**config.mk**
```make
export PLATFORM = sky130hd
export DESIGN_NAME = vga_fb_arbiter
export DESIGN_NICKNAME = d
export VERILOG_FILES = /design/src/rtl/vga_fb_pkg.sv /design/src/rtl/vga_fb_clear.sv /design/src/rtl/vga_fb_arbiter.sv
export SDC_FILE = /design/constraint.sdc
export NUM_CORES = 1
export LEC_CHECK = 0
export ABC_AREA = 1
export CAP_MARGIN = 40
export CELL_PAD_IN_SITES_DETAIL_PLACEMENT = 0
export CELL_PAD_IN_SITES_GLOBAL_PLACEMENT = 1
export CORE_MARGIN = 5
export CORE_UTILIZATION = 35
export DETAILED_ROUTE_END_ITERATION = 7
export PLACE_DENSITY_LB_ADDON = 0.1
export SLEW_MARGIN = 20
export SYNTH_ARGS = -nofsm -noshare
export SYNTH_HDL_FRONTEND = slang
export SYNTH_SLANG_ARGS = --single-unit
```
**constraint.sdc**
```tcl
create_clock -name clk -period 8.1 [get_ports clk]
set_input_delay 1.62 -clock clk [delete_from_list [all_inputs] [get_ports clk]]
set_output_delay 1.62 -clock clk [all_outputs]
set_load 0.005 [all_outputs]
```
**src/rtl/vga_fb_pkg.sv**
```systemverilog
// Shared constants, clear-engine state type and cell address helper for the
// 160x120 framebuffer behind the 640x480 VGA scanout.
package vga_fb_pkg;

  localparam int FB_W     = 160;
  localparam int FB_H     = 120;
  localparam int FB_DEPTH = 19200;
  localparam int H_VIS    = 640;
  localparam int V_VIS    = 480;
  localparam int ADDR_W   = 15;

  typedef enum logic [1:0] {
    IDLE,
    ARM,
    CLEAR
  } clr_state_e;

  // y*160 + x built from shifts; y<=119, x<=159 keeps the sum below 19200.
  function automatic logic [ADDR_W-1:0] cell_addr(input logic [6:0] y, input logic [7:0] x);
    return (ADDR_W'(y) << 7) + (ADDR_W'(y) << 5) + ADDR_W'(x);
  endfunction

endpackage

```
**src/rtl/vga_fb_clear.sv**
```systemverilog
// Clear engine: accepts a fill command, optionally waits for vertical blank,
// then sweeps every framebuffer cell with the latched colour on free cycles.
module vga_fb_clear
  import vga_fb_pkg::*;
#(
  parameter bit CLR_IN_VBLANK = 1'b1
) (
  input  logic              clk,
  input  logic              rst,
  input  logic              slot_free,
  input  logic              clr_start,
  input  logic [2:0]        clr_color,
  input  logic              vblank_start,
  output logic              req,
  output logic [ADDR_W-1:0] addr,
  output logic [2:0]        data,
  output logic              busy
);

  clr_state_e        state_q, state_d;
  logic [ADDR_W-1:0] addr_q, addr_d;
  logic [2:0]        color_q, color_d;

  always_comb begin
    state_d = state_q;
    addr_d  = addr_q;
    color_d = color_q;
    unique case (state_q)
      IDLE: begin
        if (clr_start) begin
          color_d = clr_color;
          addr_d  = '0;
          state_d = CLR_IN_VBLANK ? ARM : CLEAR;
        end
      end
      ARM: begin
        if (vblank_start) state_d = CLEAR;
      end
      CLEAR: begin
        // The counter only moves on cycles the scanout leaves free.
        if (slot_free) begin
          if (addr_q == ADDR_W'(FB_DEPTH - 1)) state_d = IDLE;
          else                                 addr_d  = addr_q + 1'b1;
        end
      end
      default: state_d = IDLE;
    endcase
  end

  always_ff @(posedge clk) begin
    if (rst) state_q <= IDLE;
    else     state_q <= state_d;
  end

  always_ff @(posedge clk) begin
    addr_q  <= addr_d;
    color_q <= color_d;
  end

  assign req  = (state_q == CLEAR);
  assign addr = addr_q;
  assign data = color_q;
  assign busy = (state_q != IDLE);

endmodule

```
**src/rtl/vga_fb_arbiter.sv**
```systemverilog
// Framebuffer controller: scanout fetch decode, fixed-priority RAM sharing
// (scanout > clear > writer) and the 2-cycle colour/sync output pipeline.
module vga_fb_arbiter
  import vga_fb_pkg::*;
#(
  parameter bit CLR_IN_VBLANK = 1'b1
) (
  input  logic              clk,
  input  logic              rst,
  input  logic [9:0]        hcnt,
  input  logic [9:0]        vcnt,
  input  logic              hsync_i,
  input  logic              vsync_i,
  output logic              hsync,
  output logic              vsync,
  output logic              r,
  output logic              g,
  output logic              b,
  input  logic              wr_req,
  input  logic [ADDR_W-1:0] wr_addr,
  input  logic [2:0]        wr_data,
  output logic              wr_ack,
  input  logic              clr_start,
  input  logic [2:0]        clr_color,
  output logic              clr_busy,
  output logic              mem_en,
  output logic              mem_we,
  output logic [ADDR_W-1:0] mem_addr,
  output logic [2:0]        mem_wdata,
  input  logic [2:0]        mem_rdata
);

  logic              visible_p0;
  logic              fetch_p0;
  logic [ADDR_W-1:0] fetch_addr_p0;
  logic              vblank_start;
  logic              clr_req;
  logic [ADDR_W-1:0] clr_addr;
  logic [2:0]        clr_data;

  // Stage p0: decode the timing counters
  assign visible_p0    = (hcnt < 10'(H_VIS)) && (vcnt < 10'(V_VIS));
  assign fetch_p0      = visible_p0 && (hcnt[1:0] == 2'b00);
  assign fetch_addr_p0 = cell_addr(vcnt[8:2], hcnt[9:2]);
  assign vblank_start  = (vcnt == 10'(V_VIS)) && (hcnt == 10'd0);

  vga_fb_clear #(
    .CLR_IN_VBLANK(CLR_IN_VBLANK)
  ) u_clear (
    .clk         (clk),
    .rst         (rst),
    .slot_free   (~fetch_p0),
    .clr_start   (clr_start),
    .clr_color   (clr_color),
    .vblank_start(vblank_start),
    .req         (clr_req),
    .addr        (clr_addr),
    .data        (clr_data),
    .busy        (clr_busy)
  );

  always_comb begin
    mem_en    = 1'b0;
    mem_we    = 1'b0;
    mem_addr  = '0;
    mem_wdata = '0;
    wr_ack    = 1'b0;
    if (!rst) begin
      if (fetch_p0) begin
        mem_en   = 1'b1;
        mem_addr = fetch_addr_p0;
      end else if (clr_req) begin
        mem_en    = 1'b1;
        mem_we    = 1'b1;
        mem_addr  = clr_addr;
        mem_wdata = clr_data;
      end else if (wr_req) begin
        // Out-of-range writes are acknowledged but never reach the RAM.
        wr_ack = 1'b1;
        if (wr_addr < ADDR_W'(FB_DEPTH)) begin
          mem_en    = 1'b1;
          mem_we    = 1'b1;
          mem_addr  = wr_addr;
          mem_wdata = wr_data;
        end
      end
    end
  end

  logic       vld_p1_d, vld_p1_q, vld_p2_d, vld_p2_q;
  logic       fetch_p1_d, fetch_p1_q;
  logic       hsync_p1_d, hsync_p1_q, hsync_p2_d, hsync_p2_q;
  logic       vsync_p1_d, vsync_p1_q, vsync_p2_d, vsync_p2_q;
  logic [2:0] pixel_p2_d, pixel_p2_q;

  // Stage p1: read in flight; stage p2: pixel captured, held for the cell's 4 columns
  always_comb begin
    vld_p1_d   = visible_p0;
    vld_p2_d   = vld_p1_q;
    fetch_p1_d = fetch_p0;
    hsync_p1_d = hsync_i;
    hsync_p2_d = hsync_p1_q;
    vsync_p1_d = vsync_i;
    vsync_p2_d = vsync_p1_q;
    pixel_p2_d = fetch_p1_q ? mem_rdata : pixel_p2_q;
  end

  always_ff @(posedge clk) begin
    if (rst) begin
      vld_p1_q   <= 1'b0;
      vld_p2_q   <= 1'b0;
      fetch_p1_q <= 1'b0;
      hsync_p1_q <= 1'b1;
      hsync_p2_q <= 1'b1;
      vsync_p1_q <= 1'b1;
      vsync_p2_q <= 1'b1;
    end else begin
      vld_p1_q   <= vld_p1_d;
      vld_p2_q   <= vld_p2_d;
      fetch_p1_q <= fetch_p1_d;
      hsync_p1_q <= hsync_p1_d;
      hsync_p2_q <= hsync_p2_d;
      vsync_p1_q <= vsync_p1_d;
      vsync_p2_q <= vsync_p2_d;
    end
  end

  always_ff @(posedge clk) begin
    pixel_p2_q <= pixel_p2_d;
  end

  assign {r, g, b} = vld_p2_q ? pixel_p2_q : 3'b000;
  assign hsync     = hsync_p2_q;
  assign vsync     = vsync_p2_q;

endmodule

```
==> metrics.md <==
| Metric | Value |
|---|---|
| Status | finished clean |
| Distinct cells, synth | 31 |
| Max-slew headroom | 0.558 |
| I/O pin cnt | 77 |
| Number of global-route vias before repair | 2404 |
| Setup_tns | 0 ns |
| Largest net degree at the start of global routing | 29 |
| Cell leakage power | 1.46 nW |
| Most common cell after layout, fill and taps aside | nand2_1 |
| Routed WL | 6950 um |
| Die extent in y | 92.1 um |
| Cells after synthesis | 340 |
| Crit-path cells | clkdlybuf4s50_1, inv_1, fa_1, fa_1, o21ai_0, nand2_1, nand3b_1, a21oi_1, nor2_1, clkdlybuf4s50_1 |
| R2R Setup Slk | 6.29 ns |
| HPWL Detailed | 5530 um |
| Crit-path max cell delay | 0.52 ns |
| Final Cell Area | 3320 sq um |
| Die area | 8480 sq um |
| Setup Buffers After CTS | 0 |
| Initial Util | 0.353 |
| DRC | 0 |
| Hold Crit Start | vld_p1_q$_SDFF_PP0_ |
| WP data arrival | 4.49 ns |
| Initial antenna violation count | 0 |
| Slowest cell on crit path | fa_1 |
| Synth warnings | 0 |
| CTS Hold Buffers Added | 0 |
| Worst setup EP type | output pin |
| Fin worst setup slack | 1.99 ns |
| CP Buf/Inv Count | 3 |
| DP Worst Slack | 1.99 ns |
| CTS tree | done |
| PwrDens | 193 nW/um^2 |
| Reg2reg start | u_clear.addr[0]$_SDFFCE_PN0P_ |
| CP Max Fanout | 3 |
| Post-synth EDFFs | 21 |
| First-pass GRT wire length | 11300 um |
| Worst setup path class | in2out |
| Congestion Overflow GR | 0 |
| Fmax | 164 MHz |
| Area leader, netlist | edfxtp_1 |
| Max cap viols | 0 |
| CP top delay family | buffers and inverters |
| Syn-to-layout area delta | 40.9% |
| GRT Util Overall | 0.169 |
| Post-layout min period | 6.11 ns |
| H-tree depth | 2 |
| Share of post-route cells with drive strength above 1 | 0.0456 |
| Worst Tran Pin Value | 0.662 ns |
| Hold Path Sink | vld_p2_q$_SDFF_PP0_ |
| Diode count | 0 |
| Num rows | 30 |
| R2r worst-path depth | 7 |
| Worst vdd ir | 113 uV |
| Routed len/inst | 14.0 um |
| RD Place Congestion | 0.821 |
| Post_cts resized | 0 |
| Worst Setup Start Kind | input pin |
| Vias | 2367 |
| Net Count, Synth | 406 |
| Final setup vio count | 0 |
| Most frequent cells in the layout | nand2_1, clkdlybuf4s50_1, inv_1 |
| Fin nets | 482 |
| Final Skew | 0.00864 ns |
| Drt pass-1 iters | 4 |
| Avg Cell Area, Syn | 6.93 sq um |
| PortBufs | 76 |
| Fin. Hold Viols | 0 |
| Via/cell ratio | 4.76 |
| Top-area cell type share of the netlist area | 0.268 |
| Worst-skew pair later-pin latency | 0.29 ns |
| Worst path required time | 6.48 ns |
| Area contributors post-synth | edfxtp_1, nand2_1, inv_1, dfxtp_1, ha_1 |
| Chip Width | 92.1 um |
| ANT nets after route | 0 |
| Syn Std Cell Area | 2360 sq um |
| Period utilization | 0.755 |
| Tightest Hold Check Type | reg2reg |
| Slew Limit Fails | 0 |
| Ys async rst share | 0 |
| Core area | 6680 sq um |
| Post-synthesis sequential area ratio | 0.344 |
| Hold depth | 2 |
| Main synth FF type | edfxtp_1 |
| Maximum clock insertion buffer count | 2 |
| Seq cells post-synth | 30 |
| CTS Buf Count | 5 |
| Clk pin slew, worst setup/hold paths | 0.06 ns |
| RSZ-0062 raised after global routing | false |
| Area of placed instances | 3180 sq um |
| Sink Count | 30 |
| Clock Tree Root | clkbuf_8 |
| R2R Path End | u_clear.addr[8]$_SDFFCE_PN0P_ |
| Initial drt markers | 92 |
layer usage:
| layer | routed length (um) | vias to the layer above | global-route usage |
|---|---|---|---|
| li1 | - | 1271 | - |
| met1 | 3190 | 1015 | 0.208 |
| met2 | 3130 | 73 | 0.280 |
| met3 | 532 | 8 | 0.0582 |
| met4 | 93 | 0 | 0.0458 |
| met5 | 0 | - | 0 |
cell families after synthesis:
logic type	after synthesis	share of synthesized area
buffers and inverters	61	0.106
XOR/XNOR	3	0.0111
AO/OA/AOI/OAI	70	0.160
adder cells (fa/ha/maj)	16	0.0913
flip-flops	30	0.344
AND/OR/NAND/NOR	160	0.287
registers in the layout, indices dropped and copies added, names as in the netlist:
| register | cells |
|---|---|
| fetch_p1_q | 1 |
| pixel_p2_q | 3 |
| vld_p2_q | 1 |
| hsync | 1 |
| vsync | 1 |
| u_clear.data | 3 |
| vsync_p1_q | 1 |
| u_clear.addr | 15 |
| vld_p1_q | 1 |
| hsync_p1_q | 1 |
| u_clear.state_q | 2 |
worst reg2reg max path, cell delays in order, from the launching register on:
cell,delay (ns)
edfxtp_1,0.42
ha_1,0.25
nand3_1,0.12
nor2_1,0.06
nand2_1,0.13
nor2_1,0.09
a31oi_1,0.16
buf_4,0.26
Yosys cell counts (4+ instances only):
| master | count |
|---|---|
| nor3_1 | 5 |
| a21oi_1 | 31 |
| nand4_1 | 4 |
| or2_2 | 5 |
| dfxtp_1 | 9 |
| edfxtp_1 | 21 |
| nor2_1 | 43 |
| nand3_1 | 18 |
| ha_1 | 14 |
| o211ai_1 | 5 |
| inv_1 | 51 |
| o21ai_0 | 24 |
| nand2_1 | 79 |
power breakdown:
part           switching (mW)  total, mW  leakage (nW)  internal (mW)
Sequential             0.0209      0.221         0.286          0.200
Combinational           0.126      0.226          1.11         0.0996
Clock                  0.0625      0.194        0.0714          0.131
Total                   0.210      0.641          1.46          0.431
final cells by class:
type | count | area (sq um)
Timing Repair Buffer | 78 | 776
Clock inverter | 2 | 60.1
Clock buffer | 6 | 82.6
Sequential cell | 30 | 811
Inverter | 52 | 196
Tap cell | 80 | 100
Fill cell | 708 | 3360
Multi-Input combinational cell | 249 | 1300
how the worst max path moves through the flow:
stage          startpoint      endpoint  slack (ns)  cells after the start
5_1_grt           hcnt[9]  mem_addr[12]        1.83                     10
2_1_floorplan     hcnt[9]  mem_addr[12]        3.16                      9
6_report          hcnt[9]  mem_addr[12]        1.99                     10
4_1_cts           hcnt[9]  mem_addr[12]        1.98                     10
3_5_place_dp      hcnt[9]  mem_addr[12]        1.99                     10
3_3_place_gp      hcnt[9]  mem_addr[12]        1.99                     10
stage by stage:
stage / util / cells / total power [mW] / hold slack, ns
finish: 0.497 / 497 / 0.641 / 0.409
global route: 0.497 / 497 / 0.687 / 0.417
CTS: 0.497 / 497 / 0.649 / 0.410
detailed placement: 0.476 / 489 / 0.453 / 0.401
global placement: 0.476 / 489 / 0.453 / 0.394
floorplan: - / 340 / 0.353 / 0.388
Note: power is estimated with default switching activity, not from simulation.
